**config.mk**
```make
export PLATFORM = sky130hd
export DESIGN_NAME = mem_arbiter
export DESIGN_NICKNAME = d
export VERILOG_FILES = /design/src/rtl/mem_arbiter.sv
export SDC_FILE = /design/constraint.sdc
export NUM_CORES = 1
export LEC_CHECK = 0
export ABC_AREA = 1
export CAP_MARGIN = 5
export CORE_MARGIN = 10
export CORE_UTILIZATION = 25
export CTS_BUF_LIST = sky130_fd_sc_hd__clkbuf_16
export CTS_CLUSTER_SIZE = 28
export DETAILED_ROUTE_END_ITERATION = 16
export DONT_BUFFER_PORTS = 1
export GPL_ROUTABILITY_DRIVEN = 0
export SLEW_MARGIN = 0
export SYNTH_ARGS = -nofsm -noshare
export SYNTH_HDL_FRONTEND = slang
export SYNTH_SLANG_ARGS = --single-unit
```
**constraint.sdc**
```tcl
create_clock -name clk -period 1.6 [get_ports clk]
set_input_delay 0.24 -clock clk [delete_from_list [all_inputs] [get_ports clk]]
set_output_delay 0.24 -clock clk [all_outputs]
set_load 0.01 [all_outputs]
```
**src/rtl/mem_arbiter.sv**
```systemverilog
// Two-port (instruction/data) arbiter in front of a shared single-port memory.
// Define ARB_ROUND_ROBIN_EN to alternate grants on contention; otherwise the data port wins.
module mem_arbiter #(
    parameter int unsigned ADDR_WIDTH = 32,
    parameter int unsigned DATA_WIDTH = 32
) (
    input  logic                  clk,
    input  logic                  rst,
    input  logic                  i_ren,
    input  logic [ADDR_WIDTH-1:0] i_addr,
    output logic [DATA_WIDTH-1:0] i_data,
    output logic                  i_stall,
    input  logic                  d_ren,
    input  logic                  d_wen,
    input  logic [ADDR_WIDTH-1:0] d_addr,
    input  logic [DATA_WIDTH-1:0] d_din,
    output logic [DATA_WIDTH-1:0] d_dout,
    output logic                  d_stall,
    output logic                  m_cs,
    output logic                  m_we,
    output logic [ADDR_WIDTH-1:0] m_addr,
    output logic [DATA_WIDTH-1:0] m_dout,
    input  logic [DATA_WIDTH-1:0] m_din,
    input  logic                  m_ack
);

    typedef enum logic [1:0] {
        IDLE   = 2'd0,
        BUSY_I = 2'd1,
        BUSY_D = 2'd2,
        DONE   = 2'd3
    } state_t;

    state_t state;
    logic   last_d;     // 1 when the most recent grant went to the data port
    logic   d_req;
    logic   grant_d;

    assign d_req = d_ren | d_wen;

`ifdef ARB_ROUND_ROBIN_EN
    assign grant_d = d_req & (~i_ren | ~last_d);
`else
    assign grant_d = d_req;
`endif

    // Stalls drop only during the single DONE cycle of the port just served
    assign i_stall = i_ren & ~((state == DONE) & ~last_d);
    assign d_stall = d_req & ~((state == DONE) & last_d);

    always_ff @(posedge clk) begin
        if (rst) begin
            state  <= IDLE;
            last_d <= 1'b0;
            m_cs   <= 1'b0;
            m_we   <= 1'b0;
            m_addr <= '0;
            m_dout <= '0;
            i_data <= '0;
            d_dout <= '0;
        end else begin
            case (state)
                IDLE: begin
                    if (grant_d) begin
                        state  <= BUSY_D;
                        last_d <= 1'b1;
                        m_cs   <= 1'b1;
                        m_we   <= d_wen;
                        m_addr <= d_addr;
                        m_dout <= d_din;
                    end else if (i_ren) begin
                        state  <= BUSY_I;
                        last_d <= 1'b0;
                        m_cs   <= 1'b1;
                        m_we   <= 1'b0;
                        m_addr <= i_addr;
                    end
                end
                BUSY_I: begin
                    if (m_ack) begin
                        i_data <= m_din;
                        m_cs   <= 1'b0;
                        state  <= DONE;
                    end
                end
                BUSY_D: begin
                    // Access completes even if the requester has since withdrawn
                    if (m_ack) begin
                        if (!m_we) begin
                            d_dout <= m_din;
                        end
                        m_cs  <= 1'b0;
                        m_we  <= 1'b0;
                        state <= DONE;
                    end
                end
                DONE: begin
                    state <= IDLE;
                end
                default: begin
                    state <= IDLE;
                end
            endcase
        end
    end

endmodule

```
==> flow_summary.json, run 1 <==
{
  "clock-sinks": 133,
  "multi_input_comb_area_um2": 2260,
  "finalSetupViolations": 0,
  "finClkSkew_ns": 0.00656,
  "cts_tree": "done",
  "ios": 266,
  "die-area_um2": 27200,
  "area_growth_pct": 28.4,
  "regArea_um2": 2670,
  "power_w": 0.0125,
  "r2r_cells": 7,
  "start_kind": "register",
  "endpoint_kind": "primary output",
  "clockBufferDepth": 2,
  "pre_cts_ws_ns": 0.124,
  "dr.pass1.iters": 6,
  "critPathMaxFanout": 4,
  "route.vias.total": 4632,
  "die_w_um": 165,
  "dp_hpwl_um": 12400,
  "ys_seq_area_share_pct": 50.8,
  "p_leak_nw": 2.92,
  "cts_setup_buffers": 0,
  "postSynthAreaPerCell_um2": 7.34,
  "hold_class": "input pin to register",
  "synth_cells": 715,
  "start_util_pct": 25.7,
  "antenna_found_initial": 1,
  "setup_ws_ns": 0.0260,
  "grt_usage_pct": 12.0,
  "fin_area_um2": 6740,
  "routedWlPerCell_um": 16.5,
  "htreeDepth": 4,
  "hold_viol_final": 0,
  "wl_um": 17400,
  "grt_start_max_net_pins": 60,
  "grt_pass1_wl_um": 25600,
  "n_fill_cell": 2146,
  "io_buffers": 0,
  "relSlewSlack_pct": 73.4,
  "drive_above_1_share_pct": 8.02,
  "routed_via_density": 4.38,
  "syn_nets": 855,
  "period_minus_slack_ns": 1.57,
  "placementRows": 52,
  "final_cells": 1057,
  "dp_cells": 960,
  "ys_ff_latch": 133,
  "cts_inserted_buffers": 17,
  "root_buffer": "clkbuf_16",
  "placed_cell_area_um2": 5540,
  "crit_required_ns": 1.36,
  "nets": 914,
  "grt_pass1_vias": 4504,
  "core-area_um2": 20400,
  "clk_pin_slew_ns": 0.06,
  "status": "finished clean",
  "hold_path_depth": 2,
  "powerDensity_nw_per_um2": 1860,
  "finalCritPeriodShare_pct": 98.4,
  "crit_arrival_ns": 1.33,
  "rsz0062_at_grt": "true",
  "die_y_um": 165,
  "worst_pin_slew_ns": 0.399,
  "crit_type": "register to primary output",
  "fmax_ghz": 0.635,
  "ant_nets": 0,
  "drt_iter0_markers": 324,
  "vdd_drop_max_mv": 0.729,
  "synth.distinct_cells": 22,
  "drc": 0,
  "syn-cell-area_um2": 5250,
  "overflow": 0,
  "cap_violations": 0,
  "synth_warnings": 0,
  "slew_viol_final": 0,
  "worstSkewPairLatency_ns": 0.41
}
## final timing paths
check           start          to  slack (ns)
max          state[0]     i_stall        0.03
max reg2reg  state[0]  m_dout[20]        0.17
min          m_din[7]   i_data[7]        0.02
min reg2reg    last_d      last_d        0.49
## layout by cell type (no fill, tap or decap), types with 2 or more instances in the layout
cell,instances
o21ai_0,105
dfxtp_1,131
clkinv_4,3
clkinv_1,2
inv_1,11
dlygate4sd3_1,65
nor2_4,2
dfxtp_2,2
nand2_1,108
clkinv_2,6
clkbuf_16,17
ha_1,6
inv_2,4
nand3_1,2
o21ai_1,27
a21oi_1,4
buf_4,13
clkinvlp_4,2
buf_12,6
nor2_1,261
## cells in the mapped netlist (all sizes together)
cell    number  area [µm²]
a21oi        6        45.1
buf         27         198
clkbuf      17        63.8
dfxtp      133        2660
ha           6        75.1
inv         16        60.1
nand2      109         417
nand3        3        20.0
nand4        1        6.26
nor2       264        1020
o21ai      133         677
## flip-flops by register name, indices dropped and copies added (netlist names)
signal	flops
last_d	1
m_we	1
m_dout	32
m_addr	32
i_data	32
d_dout	32
state	2
m_cs	1
## metrics by stage
stage / util [%] / setup TNS [ns] / hold WS [ns]
floorplan: - / 0 / 0.302
global placement: 27.1 / 0 / 0.304
detailed placement: 27.1 / 0 / 0.305
CTS: 32.9 / -0.109 / 0.000985
global route: 33.0 / -0.0472 / 0.00472
finish: 33.0 / 0 / 0.0245
## routing by layer
layer  GRT usage [%]  vias to the layer above  part of all wire (%)
met4            4.71                        0                   1.6
met1            12.9                     2079                    39
met3            5.05                       19                   9.7
li1                -                     2373                     -
met2            20.7                      161                    50
met5               0                        -                     0
## area by class of cell
type / count / share of cell area (%)
Antenna cell: 1 / 0.0372
Clock buffer: 17 / 6.32
Clock inverter: 14 / 1.67
Inverter: 16 / 0.910
Multi-Input combinational cell: 522 / 33.6
Sequential cell: 133 / 39.6
Tap cell: 270 / 5.02
Timing Repair Buffer: 84 / 12.9
## cells by family (layout without fill, tap and decap cells)
| group | Yosys count | count (layout) | synth area share [%] |
|---|---|---|---|
| fa+ha+maj | 6 | 6 | 1.43 |
| buf+inv | 60 | 131 | 6.13 |
| compound gates | 139 | 139 | 13.8 |
| simple gates | 377 | 377 | 27.9 |
| flops | 133 | 133 | 50.8 |
| other cells | 0 | 1 | 0 |
## critical path, cell delays in order, from the launching register on
cell and delay, ns:
dfxtp_2 0.34, ha_1 0.24, a21oi_1 0.35
## power breakdown
part / internal [W] / switching [W]
clock: 0.00211 / 0.00149
sequential: 0.00432 / 0.00122
combinational: 0.00130 / 0.00208
## what timing repair did
| item | in CTS | in global routing |
|---|---|---|
| pin swaps | 0 | 0 |
| hold buffers | 65 | 0 |
| resized for setup | 0 | 3 |
| setup endpoints to repair | 2 | 36 |
| hold endpoints to repair | 96 | 0 |
Note: power is estimated with default switching activity, not from simulation.
==> inputs of run 2 (changes only) <==
--- a/config.mk
+++ b/config.mk
@@ -8,12 +8,13 @@
 export ABC_AREA = 1
 export CAP_MARGIN = 5
 export CORE_MARGIN = 10
-export CORE_UTILIZATION = 25
+export CORE_UTILIZATION = 36
 export CTS_BUF_LIST = sky130_fd_sc_hd__clkbuf_16
 export CTS_CLUSTER_SIZE = 28
 export DETAILED_ROUTE_END_ITERATION = 16
 export DONT_BUFFER_PORTS = 1
 export GPL_ROUTABILITY_DRIVEN = 0
+export HOLD_SLACK_MARGIN = 0.02
 export SLEW_MARGIN = 0
 export SYNTH_ARGS = -nofsm -noshare
 export SYNTH_HDL_FRONTEND = slang
==> constraint.sdc (replaced) <==
create_clock -name clk -period 1.9 [get_ports clk]
set_input_delay 0.285 -clock clk [delete_from_list [all_inputs] [get_ports clk]]
set_output_delay 0.285 -clock clk [all_outputs]
set_load 0.01 [all_outputs]
==> run 2 against run 1 <==
Effect of this change:
- cell count decreased by 9.0%
- die area decreased by 27%
- first-iteration DRC count shrank 15%
- wire length shrank 4.1%
- largest power group unchanged
- highest routed layer unchanged
==> flow_summary.json, run 2 (synthesized netlist as in run 1, its figures left out) <==
{
  "placementRows": 44,
  "grt_start_max_net_pins": 60,
  "htreeDepth": 4,
  "endpoint_kind": "register",
  "grt_usage_pct": 16.0,
  "critPathMaxFanout": 28,
  "period_minus_slack_ns": 1.68,
  "fmax_ghz": 0.596,
  "ios": 266,
  "finalCritPeriodShare_pct": 88.4,
  "r2r_setup_slack_ns": 0.22,
  "slew_viol_final": 0,
  "die-area_um2": 19800,
  "finClkSkew_ns": 0.00606,
  "slowest_stage": "dfxtp_1",
  "route.vias.total": 4628,
  "drc": 0,
  "diodes": 0,
  "hold_viol_final": 0,
  "cp_top_family": "buffers and inverters",
  "io_buffers": 0,
  "grt.met1_usage_pct": 16.3,
  "clockBufferDepth": 2,
  "start_util_pct": 36.4,
  "swShare_pct": 38.5,
  "start_kind": "register",
  "crit_arrival_ns": 2.02,
  "finalSetupViolations": 0,
  "top_usage_layer": "met2",
  "worst_pin_slew_ns": 0.832,
  "routed_via_density": 4.81,
  "hold_class": "input pin to register",
  "powerDensity_nw_per_um2": 1600,
  "ant_nets": 0,
  "clockPowerShare_pct": 31.3,
  "clock-sinks": 133,
  "regArea_um2": 2660,
  "core-area_um2": 14400,
  "dp_hpwl_um": 11300,
  "layout_commonest_cell": "nor2_1",
  "nets": 905,
  "worstSkewPairLatency_ns": 0.42,
  "relSlewSlack_pct": 44.3,
  "path_cells": "inv_1 -> ha_1 -> inv_2 -> nor2_4 -> buf_6 -> o21ai_0 -> nor2_1",
  "intPower_w": 0.00647,
  "crit_required_ns": 2.25,
  "grt_pass1_vias": 4568,
  "use_met3_pct": 8.26,
  "tns_ns": 0,
  "p_leak_nw": 2.88,
  "cts_tree": "done",
  "drive_above_1_share_pct": 7.20,
  "critical_path.max_stage_delay_ns": 0.34,
  "multi_input_comb_area_um2": 2280,
  "rsz0062_at_grt": "false",
  "vdd_drop_max_mv": 0.824,
  "root_buffer": "clkbuf_16",
  "wl_um": 16700,
  "antenna_found_initial": 0,
  "p_comb_share_pct": 24.4,
  "status": "finished clean",
  "grt_pass1_wl_um": 25700,
  "layout_common_cells": "261 x nor2_1, 133 x dfxtp_1, 108 x nand2_1",
  "crit_type": "register to register",
  "p_seq_share_pct": 44.3,
  "clk_pin_slew_ns": 0.06,
  "p_sw_w": 0.00406,
  "cap_violations": 0,
  "die_w_um": 141,
  "power_w": 0.0105,
  "dr.pass1.iters": 6,
  "n_fill_cell": 1423,
  "grt_use_met2_pct": 27.0,
  "cts_inserted_buffers": 17,
  "die_y_um": 141,
  "overflow": 0,
  "area_growth_pct": 25.1,
  "drt_iter0_markers": 276,
  "path_buf_inv": 3,
  "routedWlPerCell_um": 17.3
}
[run 2: power by group through the flow]
stage          combinational (W)  sequential [W]  clock, W
6_report                 0.00257         0.00466   0.00329
5_1_grt                  0.00301         0.00477   0.00350
4_1_cts                  0.00254         0.00469   0.00338
3_5_place_dp             0.00243         0.00474         0
3_3_place_gp             0.00237         0.00475         0
2_1_floorplan            0.00216         0.00444         0
[run 2: final cells by class]
type	instances	area share [%]
clock buffers	17	6.48
clock inverters	15	2.59
inverters	16	0.953
multi-input cells	523	34.7
flip-flops and latches	133	40.6
well taps	184	3.51
repair buffers	74	11.2
[run 2: per-stage QoR]
stage | hold slack, ns | cells | cell area [µm²] | utilization (%) | setup WS (ns)
final | 0.0382 | 962 | 6560 | 45.5 | 0.221
after global routing | 0.0234 | 962 | 6560 | 45.5 | 0.0543
after CTS | 0.0204 | 961 | 6540 | 45.3 | 0.0486
after detailed placement | 0.352 | 865 | 5300 | 36.8 | 0.0684
after global placement | 0.350 | 865 | 5300 | 36.8 | 0.0860
after floorplan | 0.347 | 715 | 5250 | - | 0.527
[run 2: path summary, 6_finish.rpt]
check	from	endpoint	cells past startpoint
max reg2reg	state[0]	m_dout[9]	7
min	m_din[31]	i_data[31]	2
min reg2reg	last_d	last_d	2
max	state[0]	m_dout[9]	7
[run 2: worst register-to-register path, delay by kind of cell (launching register included)]
kind,cells,cell delay [ns]
compound gates,1,0.14
fa+ha+maj,1,0.28
buf+inv,3,0.50
flops,1,0.34
simple gates,2,0.36
[run 2: routing by layer]
| metal | routed length [µm] | share of wire [%] | vias up |
|---|---|---|---|
| met1 | 6200 | 37 | 2058 |
| met5 | 0 | 0 | - |
| met4 | 436 | 2.6 | 0 |
| met2 | 8180 | 49 | 183 |
| met3 | 1850 | 11 | 24 |
| li1 | - | - | 2363 |
[run 2: timing repair]
| action | in CTS | in global routing |
|---|---|---|
| hold endpoints to repair | 71 | 0 |
| hold buffers | 64 | 0 |
| gates resized for setup | 0 | 4 |
| endpoints found under the setup margin | 0 | 44 |
| setup buffers | 0 | 0 |
